$ cat src/rtl/csr_access_sequencer.sv
// rtl/csr_access_sequencer.sv - CSR instruction, trap-entry and mret sequencer in front of a CSR file.
// Optional read-only CSR protection is enabled by defining CSR_ACCESS_RO_CHECK_EN.
module csr_access_sequencer (
  input  logic        clk,
  input  logic        rst,
  input  logic        req_valid,
  output logic        req_ready,
  input  logic [1:0]  req_op,
  input  logic [11:0] req_addr,
  input  logic [63:0] req_src,
  input  logic        req_nowr,
  output logic        resp_valid,
  input  logic        resp_ready,
  output logic [63:0] resp_data,
  output logic        resp_illegal,
  input  logic        trap_valid,
  input  logic [63:0] trap_pc,
  input  logic [63:0] trap_cause,
  input  logic        mret_valid,
  output logic [11:0] csr_read_target,
  input  logic [63:0] csr_read_data,
  output logic        csr_wdEn,
  output logic [11:0] csr_write_target,
  output logic [63:0] csr_write_data,
  output logic        redirect_valid,
  output logic [63:0] redirect_pc
);

  typedef enum logic [3:0] {
    IDLE, INSN, RESP, T_EPC, T_CAUSE, T_STATUS, T_VEC, M_STATUS, M_EPC, REDIR
  } state_t;

  localparam logic [1:0]  OP_RW = 2'b01;
  localparam logic [1:0]  OP_RC = 2'b11;
  localparam logic [11:0] A_MSTATUS = 12'h300;
  localparam logic [11:0] A_MTVEC   = 12'h305;
  localparam logic [11:0] A_MEPC    = 12'h341;
  localparam logic [11:0] A_MCAUSE  = 12'h342;

  state_t      state, next_state;
  logic [1:0]  op_q;
  logic [11:0] addr_q;
  logic [63:0] src_q;
  logic        nowr_q;
  logic        ro_hit;
  logic [63:0] new_val;
  logic [63:0] status_trap, status_mret;

`ifdef CSR_ACCESS_RO_CHECK_EN
  assign ro_hit = (addr_q[11:10] == 2'b11) && ((op_q == OP_RW) || !nowr_q);

  always_ff @(posedge clk or posedge rst) begin
    if (rst)                 resp_illegal <= 1'b0;
    else if (state == INSN)  resp_illegal <= ro_hit;
  end
`else
  assign ro_hit       = 1'b0;
  assign resp_illegal = 1'b0;
`endif

  // Trap entry stacks MIE into MPIE and enters M-mode; mret unstacks it.
  always_comb begin
    status_trap        = csr_read_data;
    status_trap[7]     = csr_read_data[3];
    status_trap[3]     = 1'b0;
    status_trap[12:11] = 2'b11;
    status_mret        = csr_read_data;
    status_mret[3]     = csr_read_data[7];
    status_mret[7]     = 1'b1;
    status_mret[12:11] = 2'b00;
  end

  always_comb begin
    case (op_q)
      OP_RW:   new_val = src_q;
      OP_RC:   new_val = csr_read_data & ~src_q;
      default: new_val = csr_read_data | src_q;
    endcase
  end

  assign req_ready      = !rst && (state == IDLE) && !trap_valid && !mret_valid;
  assign resp_valid     = (state == RESP);
  assign redirect_valid = (state == REDIR);

  always_comb begin
    next_state       = state;
    csr_read_target  = 12'h000;
    csr_wdEn         = 1'b0;
    csr_write_target = 12'h000;
    csr_write_data   = 64'h0;
    case (state)
      IDLE: begin
        if (trap_valid)      next_state = T_EPC;
        else if (mret_valid) next_state = M_STATUS;
        else if (req_valid)  next_state = INSN;
      end
      INSN: begin
        csr_read_target  = addr_q;
        csr_wdEn         = !nowr_q && !ro_hit;
        csr_write_target = addr_q;
        csr_write_data   = new_val;
        next_state       = RESP;
      end
      RESP: if (resp_ready) next_state = IDLE;
      T_EPC: begin
        csr_wdEn         = 1'b1;
        csr_write_target = A_MEPC;
        csr_write_data   = trap_pc & ~64'h3;
        next_state       = T_CAUSE;
      end
      T_CAUSE: begin
        csr_wdEn         = 1'b1;
        csr_write_target = A_MCAUSE;
        csr_write_data   = trap_cause;
        next_state       = T_STATUS;
      end
      T_STATUS: begin
        csr_read_target  = A_MSTATUS;
        csr_wdEn         = 1'b1;
        csr_write_target = A_MSTATUS;
        csr_write_data   = status_trap;
        next_state       = T_VEC;
      end
      T_VEC: begin
        csr_read_target = A_MTVEC;
        next_state      = REDIR;
      end
      M_STATUS: begin
        csr_read_target  = A_MSTATUS;
        csr_wdEn         = 1'b1;
        csr_write_target = A_MSTATUS;
        csr_write_data   = status_mret;
        next_state       = M_EPC;
      end
      M_EPC: begin
        csr_read_target = A_MEPC;
        next_state      = REDIR;
      end
      REDIR:   next_state = IDLE;
      default: next_state = IDLE;
    endcase
  end

  always_ff @(posedge clk or posedge rst) begin
    if (rst) begin
      state       <= IDLE;
      op_q        <= 2'b00;
      addr_q      <= 12'h000;
      src_q       <= 64'h0;
      nowr_q      <= 1'b0;
      resp_data   <= 64'h0;
      redirect_pc <= 64'h0;
    end else begin
      state <= next_state;
      if (req_valid && req_ready) begin
        op_q   <= req_op;
        addr_q <= req_addr;
        // Reserved op behaves as a set with a zero mask.
        src_q  <= (req_op == 2'b00) ? 64'h0 : req_src;
        nowr_q <= req_nowr;
      end
      if (state == INSN)  resp_data   <= ro_hit ? 64'h0 : csr_read_data;
      if (state == T_VEC) redirect_pc <= csr_read_data & ~64'h3;
      if (state == M_EPC) redirect_pc <= csr_read_data;
    end
  end

endmodule

$ cat config.mk
export PLATFORM = sky130hd
export DESIGN_NAME = csr_access_sequencer
export DESIGN_NICKNAME = d
export VERILOG_FILES = /design/src/rtl/csr_access_sequencer.sv
export SDC_FILE = /design/constraint.sdc
export NUM_CORES = 1
export LEC_CHECK = 0
export CAP_MARGIN = 40
export CELL_PAD_IN_SITES_DETAIL_PLACEMENT = 1
export CELL_PAD_IN_SITES_GLOBAL_PLACEMENT = 2
export CORE_UTILIZATION = 22
export CTS_CLUSTER_DIAMETER = 150
export DETAILED_ROUTE_END_ITERATION = 10
export PLACE_DENSITY_LB_ADDON = 0.1
export SLEW_MARGIN = 20
export SYNTH_ARGS = -nofsm -noshare
export SYNTH_HDL_FRONTEND = slang
export SYNTH_SLANG_ARGS = --single-unit
$ cat constraint.sdc
create_clock -name clk -period 7.2 [get_ports clk]
set_clock_uncertainty 0.05 [all_clocks]
set_input_delay 1.44 -clock clk [delete_from_list [all_inputs] [get_ports clk]]
set_output_delay 1.44 -clock clk [all_outputs]
set_load 0.01 [all_outputs]
After elaboration in Yosys (flattened, before gate mapping)
Cells that the tools add are included.
- flip-flop bits (word level): 211
- bits of input ports: 277
- word-level logic and storage cells: 51
- equality and inequality tests: 13
- mux-type cells: 13
- bitwise logic cells: 3
- reductions and logical operators: 15
- operator list (kind ; count):
    one-hot mux 64 bit (5 select lines) ; 1
    2-to-1 mux 64 bit ; 3
    one-hot mux 64 bit (2 select lines) ; 1
    one-hot mux 12 bit (4 select lines) ; 2
    AND 64 bit ; 1
    NOT 64 bit ; 1
    OR 64 bit ; 1
    one-hot mux 4 bit (8 select lines) ; 1
    == test 4 x 3 -> 1 bit (second input constant) ; 4
    2-to-1 mux 4 bit ; 4
    == test 4 x 2 -> 1 bit (second input constant) ; 2
    == test 4 bit (second input constant) ; 2
    == test 4 x 1 -> 1 bit (second input constant) ; 1
    logical AND 1 bit ; 4
    logical NOT 1 bit ; 4
    logical NOT 4 bit ; 1
    inequality test 4 bit (second input constant) ; 1
    OR reduction 2 bit ; 2
    OR reduction 4 bit ; 1
    == test 2 x 1 -> 1 bit (second input constant) ; 1
    == test 2 bit (second input constant) ; 1
    logical NOT 2 bit ; 1
    inequality test 2 x 1 -> 1 bit (second input constant) ; 1
    one-hot mux 1 bit (2 select lines) ; 1
    2 further kinds ; 2

Depth between registers and ports, before layout
Gate-level depths: netlist (run 1).
- depth in word-level cells: 5
- depth in mapped cells: 7
- gate-level depth less buffers: 4

Worst setup path after synthesis (run 1)
No wires, ideal clock.
- path kind: input to output
- from: in csr_read_data[58]
- to: out csr_write_data[58]
- data arrival time: 1.935 ns
- required time: 5.710 ns
- path slack: 3.775 ns
- stages: 3
- path buffers: 0
- cell sequence: a22oi_1 > nor2_1 > a221o_1
- word-level cells in the longest chain between the ends: 3
- elaborated cells on any way between the ends: 4
- those cells by class: 2 x mux; 2 x bitwise
- RTL lines (item ; line ; text):
    start: declaration ; 21 ; input logic [63:0] csr_read_data,
    OR 64 bit / AND 64 bit (equally long branches) ; 77, 76 ;
    one-hot mux 64 bit (2 select lines) ; 74 ; case (op_q)
    one-hot mux 64 bit (5 select lines) * ; 91 ; case (state)
    end: declaration ; 24 ; output logic [63:0] csr_write_data,
Every way passes the cells marked *; elsewhere a longest branch is shown, timed or not.

Final worst setup path (run 1)
- from: reg state[2]
- to: out csr_write_data[40]
- word-level cells in the longest chain between the ends: 2
- elaborated cells on any way between the ends: 6
- those cells by class: 5 x eq/ne; 1 x mux
- RTL lines (item ; line ; text):
    start: declaration ; 40 ; state_t state, next_state;
    start signal: assignment ; 154 ; state <= next_state;
    == test 4 x 3 -> 1 bit (tied with other cells) ; 91 ;
    one-hot mux 64 bit (5 select lines) * ; 91 ;
Marked as above.

==> flow_metrics.py, run 1 <==
metrics = {
    "clock_network": {
        "numCtsBuffers": 29,
        "tritoncts": "yes",
        "clock_latency_ps": 550,
        "clk_path_buf_depth": 3,
        "clk_pin_slew_ps": 60,
        "cts-root-buf": "clkbuf_16",
        "post-cts-setup-buffers": 0,
        "cts_max_level": 1,
        "cts_resized": 0,
        "cts_sinks": 211,
        "ctsHoldBuffers": 0,
    },
    "global_routing": {
        "grt_pass1_vias": 10900,
        "grt_overflow": 0,
        "grt_use_total_pct": 19.2,
        "grt_pass1_wl_mm": 73.2,
        "antenna_found_initial": 9,
        "grt_max_degree": 137,
    },
    "yosys": {
        "synth.area.top_cells": "dfrtp_1, mux2_2, nand2_1",
        "yosysSeqAreaShare_pct": 47.8,
        "synth_edf_count": 0,
        "synthesis.area_sq_um": 11000,
        "synth_top_area_cell": "dfrtp_1",
        "synth_cells": 1109,
        "synth_top_area_share_pct": 47.8,
        "syn_avg_cell_area_sq_um": 9.95,
        "ys_ff_latch": 211,
        "async_flop_share_pct": 100,
        "synth_ff_type": "dfrtp_1",
        "yosysWarnings": 0,
        "ys_types": 33,
        "syn_nets": 1386,
    },
    "power": {
        "p_switching_mw": 2.98,
        "switching_share_pct": 37.8,
        "finalPower_mw": 7.90,
        "p_leak_nw": 6.80,
        "peakVddDrop_v": 0.000184,
        "internal-power_mw": 4.92,
        "power.density_nw_per_um2": 448,
        "pwr-share-seq_pct": 28.5,
        "p_clk_share_pct": 18.2,
        "pwr-share-comb_pct": 53.2,
    },
    "layout": {
        "final_cells": 2247,
        "final_common_cell": "clkdlybuf4s50_1",
        "layout.nets": 1834,
        "drive_gt1_share_pct": 13.7,
        "area_growth_pct": 59.6,
        "final_cell_area_sq_um": 17600,
        "final_core_utilization_pct": 35.8,
        "num-fill-cells": 5549,
        "final_cell_mix": "clkdlybuf4s50_1, nand2_1, dfrtp_1",
    },
    "timing": {
        "min_period_over_period_pct": 71.8,
        "min_period_ps": 5170,
        "worst-slew-pin-transition_ps": 897,
        "max_freq_mhz": 193,
        "hold_viol": 0,
        "slew_headroom_pct": 40.2,
        "tns_ps": 0,
        "rsz0062_at_grt": "no",
        "slew_violations": 0,
        "finalSetupViolations": 0,
    },
    "setup_path": {
        "cp_max_fo": 30,
        "r2r_cells": 6,
        "rrSetupSlack_ps": 4030,
        "crit_type": "register to output pin",
        "cp_slowest_stage_delay_ps": 680,
        "arrival_ps": 3680,
        "crit_slowest_cell": "and3_2",
        "crit_path_end_kind": "output pin",
        "critPathLaunchType": "register",
        "reg2reg_from": "state[1]",
        "cp_data_required_time_ps": 5710,
        "timing.rr.end": "redirect_pc[63]",
        "cp_cell_sequence": "buf_16 > nor2_1 > and3_2 > buf_4 > nand2_1 > o211ai_1 > clkdlybuf4s50_1",
    },
    "drt": {
        "drt-total-wl_mm": 49.8,
        "first_iter_violations": 390,
        "first_pass_iters": 4,
        "ant_nets": 0,
        "vias_per_cell": 4.55,
        "drc": 0,
        "wl_per_cell_microns": 22.2,
        "dr_total_vias": 10200,
    },
    "floorplan": {
        "dieArea_sq_um": 51100,
        "die_w_microns": 226,
        "ioPinCount": 498,
        "rows": 81,
        "initial_utilization_pct": 22.4,
        "die_y_microns": 226,
        "coreArea_sq_um": 49300,
    },
    "min_path": {
        "hold_start": "redirect_pc[5]",
        "holdPathStages": 1,
        "holdPathEnd": "redirect_pc[5]",
        "worstHoldPathType": "register to register",
    },
    "place": {
        "dpl_cell_area_sq_um": 16600,
        "dp_cells": 2189,
        "place_congestion": 0.751,
        "numPortBuffers": 494,
        "dpl.hpwl_mm": 35.8,
    },
    "outcome": {
        "status": "finished clean",
    },
    "run": {
        "cap_violations": 0,
    },
}
==> sequential cells by signal, summed over array words and instances (netlist names) <==
register	count
resp_data	64
redirect_pc	64
op_q	2
nowr_q	1
state	4
addr_q	12
src_q	64
==> synthesized netlist by cell type, types with 3 or more instances <==
master     instances
buf_1              5
and3_1             3
a21oi_1           15
o211ai_1         113
xnor2_1           59
a22oi_1           60
mux2_1             4
nor2b_1            5
and2_1             9
nor2_1            17
nand2b_1           7
o21ai_0           81
buf_2             32
or2_2              4
inv_1              5
buf_4             13
dfrtp_1          211
clkbuf_1          48
nand2_1          255
mux2_2           137
a221o_1            5
a2bb2oi_1          3
a31oi_1            4
nor3_1             3
==> metal layers <==
| metal | vias to the layer above | share of wire [%] | global-route usage (%) | wire length [microns] |
|---|---|---|---|---|
| met1 | 5040 | 42 | 23.7 | 20900 |
| met4 | 8 | 1.9 | 4.61 | 935 |
| met2 | 291 | 48 | 32.4 | 24100 |
| li1 | 4827 | - | - | - |
| met5 | - | 0.11 | 0 | 53 |
| met3 | 52 | 7.5 | 5.79 | 3760 |
==> cell type report <==
| type | instances | area (sq um) | area share (%) |
|---|---|---|---|
| multi-input combinational | 795 | 5300 | 30.1 |
| timing repair buffer | 515 | 5210 | 29.6 |
| clock inverter | 7 | 88.8 | 0.504 |
| clock buffer | 44 | 862 | 4.89 |
| inverter | 5 | 22.5 | 0.128 |
| sequential | 211 | 5290 | 30.0 |
| tap | 664 | 831 | 4.72 |
| antenna | 6 | 15.0 | 0.0852 |
==> worst max-delay path by stage <==
stage	start	end	slack [ps]	cells after the start
after floorplan	rst	addr_q[0]	2970	1
after global placement	state[2]	csr_write_data[55]	2420	6
after detailed placement	csr_read_data[60]	csr_write_data[60]	2570	5
after CTS	state[2]	csr_write_data[55]	1960	7
after global routing	state[2]	csr_write_data[40]	1840	7
final	state[2]	csr_write_data[40]	2030	7
==> power by group through the flow <==
stage / Sequential [mW] / Clock [mW] / Combinational (mW)
2_1_floorplan: 2.24 / 0 / 2.06
3_3_place_gp: 2.27 / 0 / 4.19
3_5_place_dp: 2.29 / 0 / 4.27
4_1_cts: 2.27 / 1.51 / 4.29
5_1_grt: 2.35 / 1.55 / 4.55
6_report: 2.25 / 1.44 / 4.20
==> critical path, delay by kind of cell (launching register included) <==
kind / cells / cell delay, ps
buffers and inverters: 3 / 1310
and+or+nand+nor: 3 / 1060
DFF: 1 / 530
AOI/OAI and AO/OA: 1 / 150
==> per-stage QoR <==
step | hold WS, ps | setup slack, ps
4_1_cts | 445 | 1960
6_report | 438 | 2030
3_5_place_dp | 431 | 2570
3_3_place_gp | 420 | 2420
2_1_floorplan | 416 | 2970
5_1_grt | 468 | 1840
==> logic make-up after synthesis <==
family | synth area share, %
muxes | 14.4
xor gates and xnor gates | 4.68
AOI/OAI and AO/OA | 17.5
other | 0.0340
and+or+nand+nor | 11.2
DFF | 47.8
buffers and inverters | 4.31
No activity file was read; power rests on OpenSTA's default activity.
==> inputs of run 2 (changes only) <==
CORE_UTILIZATION = 24   (was 22)
clock period = 5.2 ns   (was 7.2 ns; I/O delays follow)
==> run 2 against run 1 <==
  * Non-clock buffer count grew 3
  * Via count grew 0.90%
  * Critical path depth is the same
  * Total power grew 38%
  * Global-route usage grew 1.5 points
  * Sequential power grew 38%
  * Combinational power grew 40%
  * Count of clock-buffer cells in the layout shrank 2
  * Cell area shrank 0.55%
  * Final cell count shrank 2.8%
  * Die area shrank 8.3%
  * Critical path type unchanged
  * Largest cell class unchanged
  * Highest routed layer unchanged
==> flow_metrics.py, run 2 (same netlist as run 1, synthesis figures left out) <==
metrics = {
    "outcome": {
        "status": "finished clean",
    },
    "floorplan": {
        "dieArea_sq_um": 46900,
        "coreArea_sq_um": 45400,
        "initial_utilization_pct": 24.3,
        "die_w_microns": 216,
        "rows": 78,
        "die_y_microns": 216,
        "ioPinCount": 498,
    },
    "place": {
        "numPortBuffers": 494,
        "pre_cts_slack_ps": 1150,
        "dpl.hpwl_mm": 34.6,
        "dpl_cell_area_sq_um": 16600,
        "dp_cells": 2129,
        "place_congestion": 0.769,
    },
    "setup_path": {
        "cp_cell_sequence": "nand2b_1 > nor3_2 > buf_12 > buf_12 > o211ai_1 > o211ai_1 > clkdlybuf4s50_1",
        "crit_type": "register to output pin",
        "crit_path_end_kind": "output pin",
        "crit_slowest_cell": "dfrtp_4",
        "critPathBufInv": 3,
        "r2r_cells": 7,
        "cp_data_required_time_ps": 4110,
        "cp_max_fo": 41,
        "cp_slowest_stage_delay_ps": 810,
        "worst_path_dominant_cell_family": "buffers and inverters",
        "critPathLaunchType": "register",
        "arrival_ps": 3490,
        "cp.depth": 7,
    },
    "min_path": {
        "worstHoldPathType": "register to register",
        "holdPathStages": 1,
    },
    "layout": {
        "layout.nets": 1837,
        "drive_gt1_share_pct": 13.9,
        "final_cells": 2185,
        "final_cell_area_sq_um": 17500,
        "largestRegisters": "redirect_pc: 64 flops, resp_data: 64 flops, src_q: 64 flops",
        "regArea_sq_um": 5290,
        "num-fill-cells": 5072,
        "final_cell_mix": "clkdlybuf4s50_1, nand2_1, dfrtp_1",
        "multiInputGateArea_sq_um": 5300,
        "final_common_cell": "clkdlybuf4s50_1",
        "area_growth_pct": 58.7,
    },
    "clock_network": {
        "cts_resized": 0,
        "clock_latency_ps": 570,
        "ctsHoldBuffers": 0,
        "clk_path_buf_depth": 3,
        "numCtsBuffers": 29,
        "cts_max_level": 1,
        "post-cts-setup-buffers": 0,
        "tritoncts": "yes",
        "clk_pin_slew_ps": 60,
        "cts-root-buf": "clkbuf_16",
        "cts_sinks": 211,
    },
    "global_routing": {
        "grt_pass1_wl_mm": 73.8,
        "grt_max_degree": 144,
        "grt_overflow": 0,
        "top_usage_layer": "met2",
        "grt.met1_usage_pct": 25.2,
        "antenna_found_initial": 9,
        "grt_pass1_vias": 11200,
        "grt_use_total_pct": 20.7,
        "groute.layer.met3.usage_pct": 5.39,
        "grtUsageMet2_pct": 35.9,
    },
    "timing": {
        "max_freq_mhz": 218,
        "finalSetupViolations": 0,
        "slew_violations": 0,
        "tns_ps": 0,
        "rsz0062_at_grt": "no",
        "min_period_ps": 4580,
        "hold_viol": 0,
        "worst_slack_ps": 616,
        "min_period_over_period_pct": 88.2,
        "worst-slew-pin-transition_ps": 846,
        "slew_headroom_pct": 43.6,
    },
    "drt": {
        "first_iter_violations": 411,
        "first_pass_iters": 4,
        "vias_per_cell": 4.72,
        "ant_nets": 0,
        "drc": 0,
        "wl_per_cell_microns": 22.5,
        "dr_total_vias": 10300,
        "drt-total-wl_mm": 49.2,
    },
    "power": {
        "power.density_nw_per_um2": 621,
        "p_leak_nw": 6.80,
        "peakVddDrop_v": 0.000297,
    },
    "run": {
        "cap_violations": 0,
    },
}
==> run 2: area by class of cell <==
class / instances / area share [%]
repair buffers: 518 / 30.0
multi-input cells: 795 / 30.3
well taps: 600 / 4.28
clock buffers: 42 / 4.82
diodes: 5 / 0.0714
clock inverters: 9 / 0.271
flip-flops and latches: 211 / 30.2
inverters: 5 / 0.129
==> run 2: worst paths after layout <==
kind / start / end / slack (ps)
setup / recovery: state[0] / csr_write_data[43] / 620
hold / removal: redirect_pc[5] / redirect_pc[5] / 440
setup reg to reg: state[2] / redirect_pc[47] / 2010
hold reg to reg: redirect_pc[5] / redirect_pc[5] / 440
max in group asynchronous: rst / redirect_pc[42] / 3100
min in group asynchronous: rst / addr_q[10] / 900
==> run 2: per-stage QoR <==
stage | power, mW | utilization, % | hold WS, ps
2_1_floorplan | 5.95 | - | 416
3_3_place_gp | 9.02 | 36.6 | 420
3_5_place_dp | 9.12 | 36.6 | 425
4_1_cts | 11.1 | 38.6 | 439
5_1_grt | 11.6 | 38.6 | 464
6_report | 10.9 | 38.6 | 436
==> run 2: routing by layer <==
metal / share of wire, % / wire, microns
met5: 0.077 / 38
met2: 50 / 24400
met1: 42 / 20600
met3: 6.2 / 3070
met4: 2.3 / 1120
==> run 2: where the power goes <==
group | internal (mW) | total [mW] | switching, mW
Combinational | 3.18 | 5.89 | 2.71
Clock | 1.11 | 1.89 | 0.778
Sequential | 2.43 | 3.10 | 0.666
==> run 2: worst register-to-register path: cells and delay by family (launching register included) <==
family,cells,cell delay (ps)
buffers and inverters,3,1370
flip-flops,1,530
multiplexers,1,450
AND/OR/NAND/NOR,2,460
AO/OA/AOI/OAI,1,200
==> inputs of run 3 (changes only) <==
GPL_ROUTABILITY_DRIVEN = 0   (was default)
RECOVER_POWER = 100   (was default)
==> run 3 against run 2 <==
  * The run now ends with capacitance limit, slew limit left
  * Critical path depth unchanged
  * Register-to-register slack got worse by 1500 ps
  * Total power decreased by 3.4%
  * Flip-flop and latch count unchanged
  * Via count about the same
  * Cell area decreased by 0.29%
  * Wire length about the same
  * Die area unchanged
  * Non-clock buffer count unchanged
  * First-iteration DRC count increased by 3.9%
  * Sequential power about the same
  * Clock power about the same
==> flow_metrics.py, run 3 (same netlist as run 1, synthesis figures left out) <==
metrics = {
    "floorplan": {
        "rows": 78,
        "die_w_microns": 216,
        "ioPinCount": 498,
        "dieArea_sq_um": 46900,
        "initial_utilization_pct": 24.3,
        "coreArea_sq_um": 45400,
        "die_y_microns": 216,
    },
    "outcome": {
        "violations": "capacitance limit, slew limit",
        "status": "complete, but fails checks",
    },
    "setup_path": {
        "cp_cell_sequence": "clkbuf_1 > nor3_2 > buf_12 > buf_12 > o211ai_1 > o211ai_1 > dlygate4sd3_1",
        "crit_slowest_cell": "dlygate4sd3_1",
        "cp_slowest_stage_delay_ps": 750,
        "crit_path_start": "state[2]",
        "crit_type": "register to output pin",
        "reg2reg_from": "state[2]",
        "cp.depth": 7,
        "cp_max_fo": 41,
        "cp_data_required_time_ps": 4110,
        "worst_path_dominant_cell_family": "buffers and inverters",
        "arrival_ps": 3750,
        "crit_path_end_kind": "output pin",
        "critPathLaunchType": "register",
        "r2r_cells": 7,
        "critPathBufInv": 4,
    },
    "layout": {
        "final_common_cell": "clkdlybuf4s50_1",
        "final_cell_mix": "clkdlybuf4s50_1, nand2_1, dlygate4sd3_1",
        "largestRegisters": "redirect_pc: 64 flops, resp_data: 64 flops, src_q: 64 flops",
        "layout.nets": 1837,
        "final_cells": 2185,
        "area_growth_pct": 58.3,
        "num-fill-cells": 5077,
        "drive_gt1_share_pct": 13.7,
        "final_cell_area_sq_um": 17500,
    },
    "place": {
        "dp_cells": 2129,
        "numPortBuffers": 494,
        "pre_cts_slack_ps": 1150,
        "dpl_cell_area_sq_um": 16600,
        "dpl.hpwl_mm": 34.6,
    },
    "timing": {
        "max_freq_mhz": 207,
        "slew_violations": 250,
        "finalSetupViolations": 0,
        "tns_ps": 0,
        "slew_headroom_pct": -91.6,
        "worst-slew-pin-transition_ps": 2870,
        "worst_slack_ps": 363,
        "min_period_ps": 4840,
        "hold_viol": 0,
        "rsz0062_at_grt": "no",
        "whs_ps": 430,
        "min_period_over_period_pct": 93.0,
    },
    "clock_network": {
        "numCtsBuffers": 29,
        "clk_pin_slew_ps": 60,
        "cts_sinks": 211,
        "tritoncts": "yes",
        "clk_path_buf_depth": 3,
        "cts-root-buf": "clkbuf_16",
        "cts_max_level": 1,
        "clock_latency_ps": 570,
        "ctsHoldBuffers": 0,
        "post-cts-setup-buffers": 0,
        "cts_resized": 0,
    },
    "drt": {
        "first_iter_violations": 427,
        "vias_per_cell": 4.72,
        "drt-total-wl_mm": 49.2,
        "first_pass_iters": 4,
        "wl_per_cell_microns": 22.5,
        "dr_total_vias": 10300,
        "ant_nets": 0,
        "drc": 0,
    },
    "power": {
        "power.density_nw_per_um2": 601,
        "peakVddDrop_v": 0.000290,
        "p_leak_nw": 7.03,
    },
    "min_path": {
        "holdPathStages": 1,
        "hold_start": "redirect_pc[5]",
        "worstHoldPathType": "register to register",
    },
    "global_routing": {
        "grt_pass1_wl_mm": 73.8,
        "grt_overflow": 0,
        "antenna_found_initial": 9,
        "grt_max_degree": 144,
        "grt_pass1_vias": 11200,
        "grt_use_total_pct": 20.7,
    },
    "run": {
        "cap_violations": 3,
    },
}
run 3: changes by cell type in the layout (fill, tap and decap cells not counted), moves of 3 or more:
cell,change
clkdlybuf4s50_1,-214
dlygate4sd3_1,+214
buf_4,-3
and2_0,+5
and2_1,-5
run 3: final timing paths:
path	to	slack, ps
max	csr_write_data[43]	360
min	redirect_pc[5]	430
max reg2reg	redirect_pc[47]	480
min reg2reg	redirect_pc[5]	430
max in group asynchronous	resp_data[51]	1260
min in group asynchronous	addr_q[10]	1160
run 3: cell type report:
cell class              count  area (sq um)  share of cell area [%]
flip-flops and latches    211          5290                    30.3
inverters                   5          20.0                   0.115
multi-input cells         795          5290                    30.3
clock buffers              42           845                    4.83
repair buffers            518          5220                    29.9
clock inverters             9          47.5                   0.272
well taps                 600           751                    4.30
diodes                      5          12.5                  0.0716
run 3: power by group:
group          internal [mW]  switching, mW
combinational           2.85           2.69
clock                   1.11          0.780
sequential              2.43          0.643
run 3: stage by stage:
stage,util (%),power [mW]
floorplan,-,5.95
global placement,36.6,9.02
detailed placement,36.6,9.12
CTS,38.6,11.1
global route,38.5,11.3
finish,38.5,10.5
run 3: metal layers:
metal / wire, microns / track usage (%) / vias up
li1: - / - / 4818
met1: 20600 / 25.2 / 5123
met2: 24300 / 35.9 / 303
met3: 3120 / 5.39 / 61
met4: 1150 / 5.80 / 6
met5: 38 / 0 / -
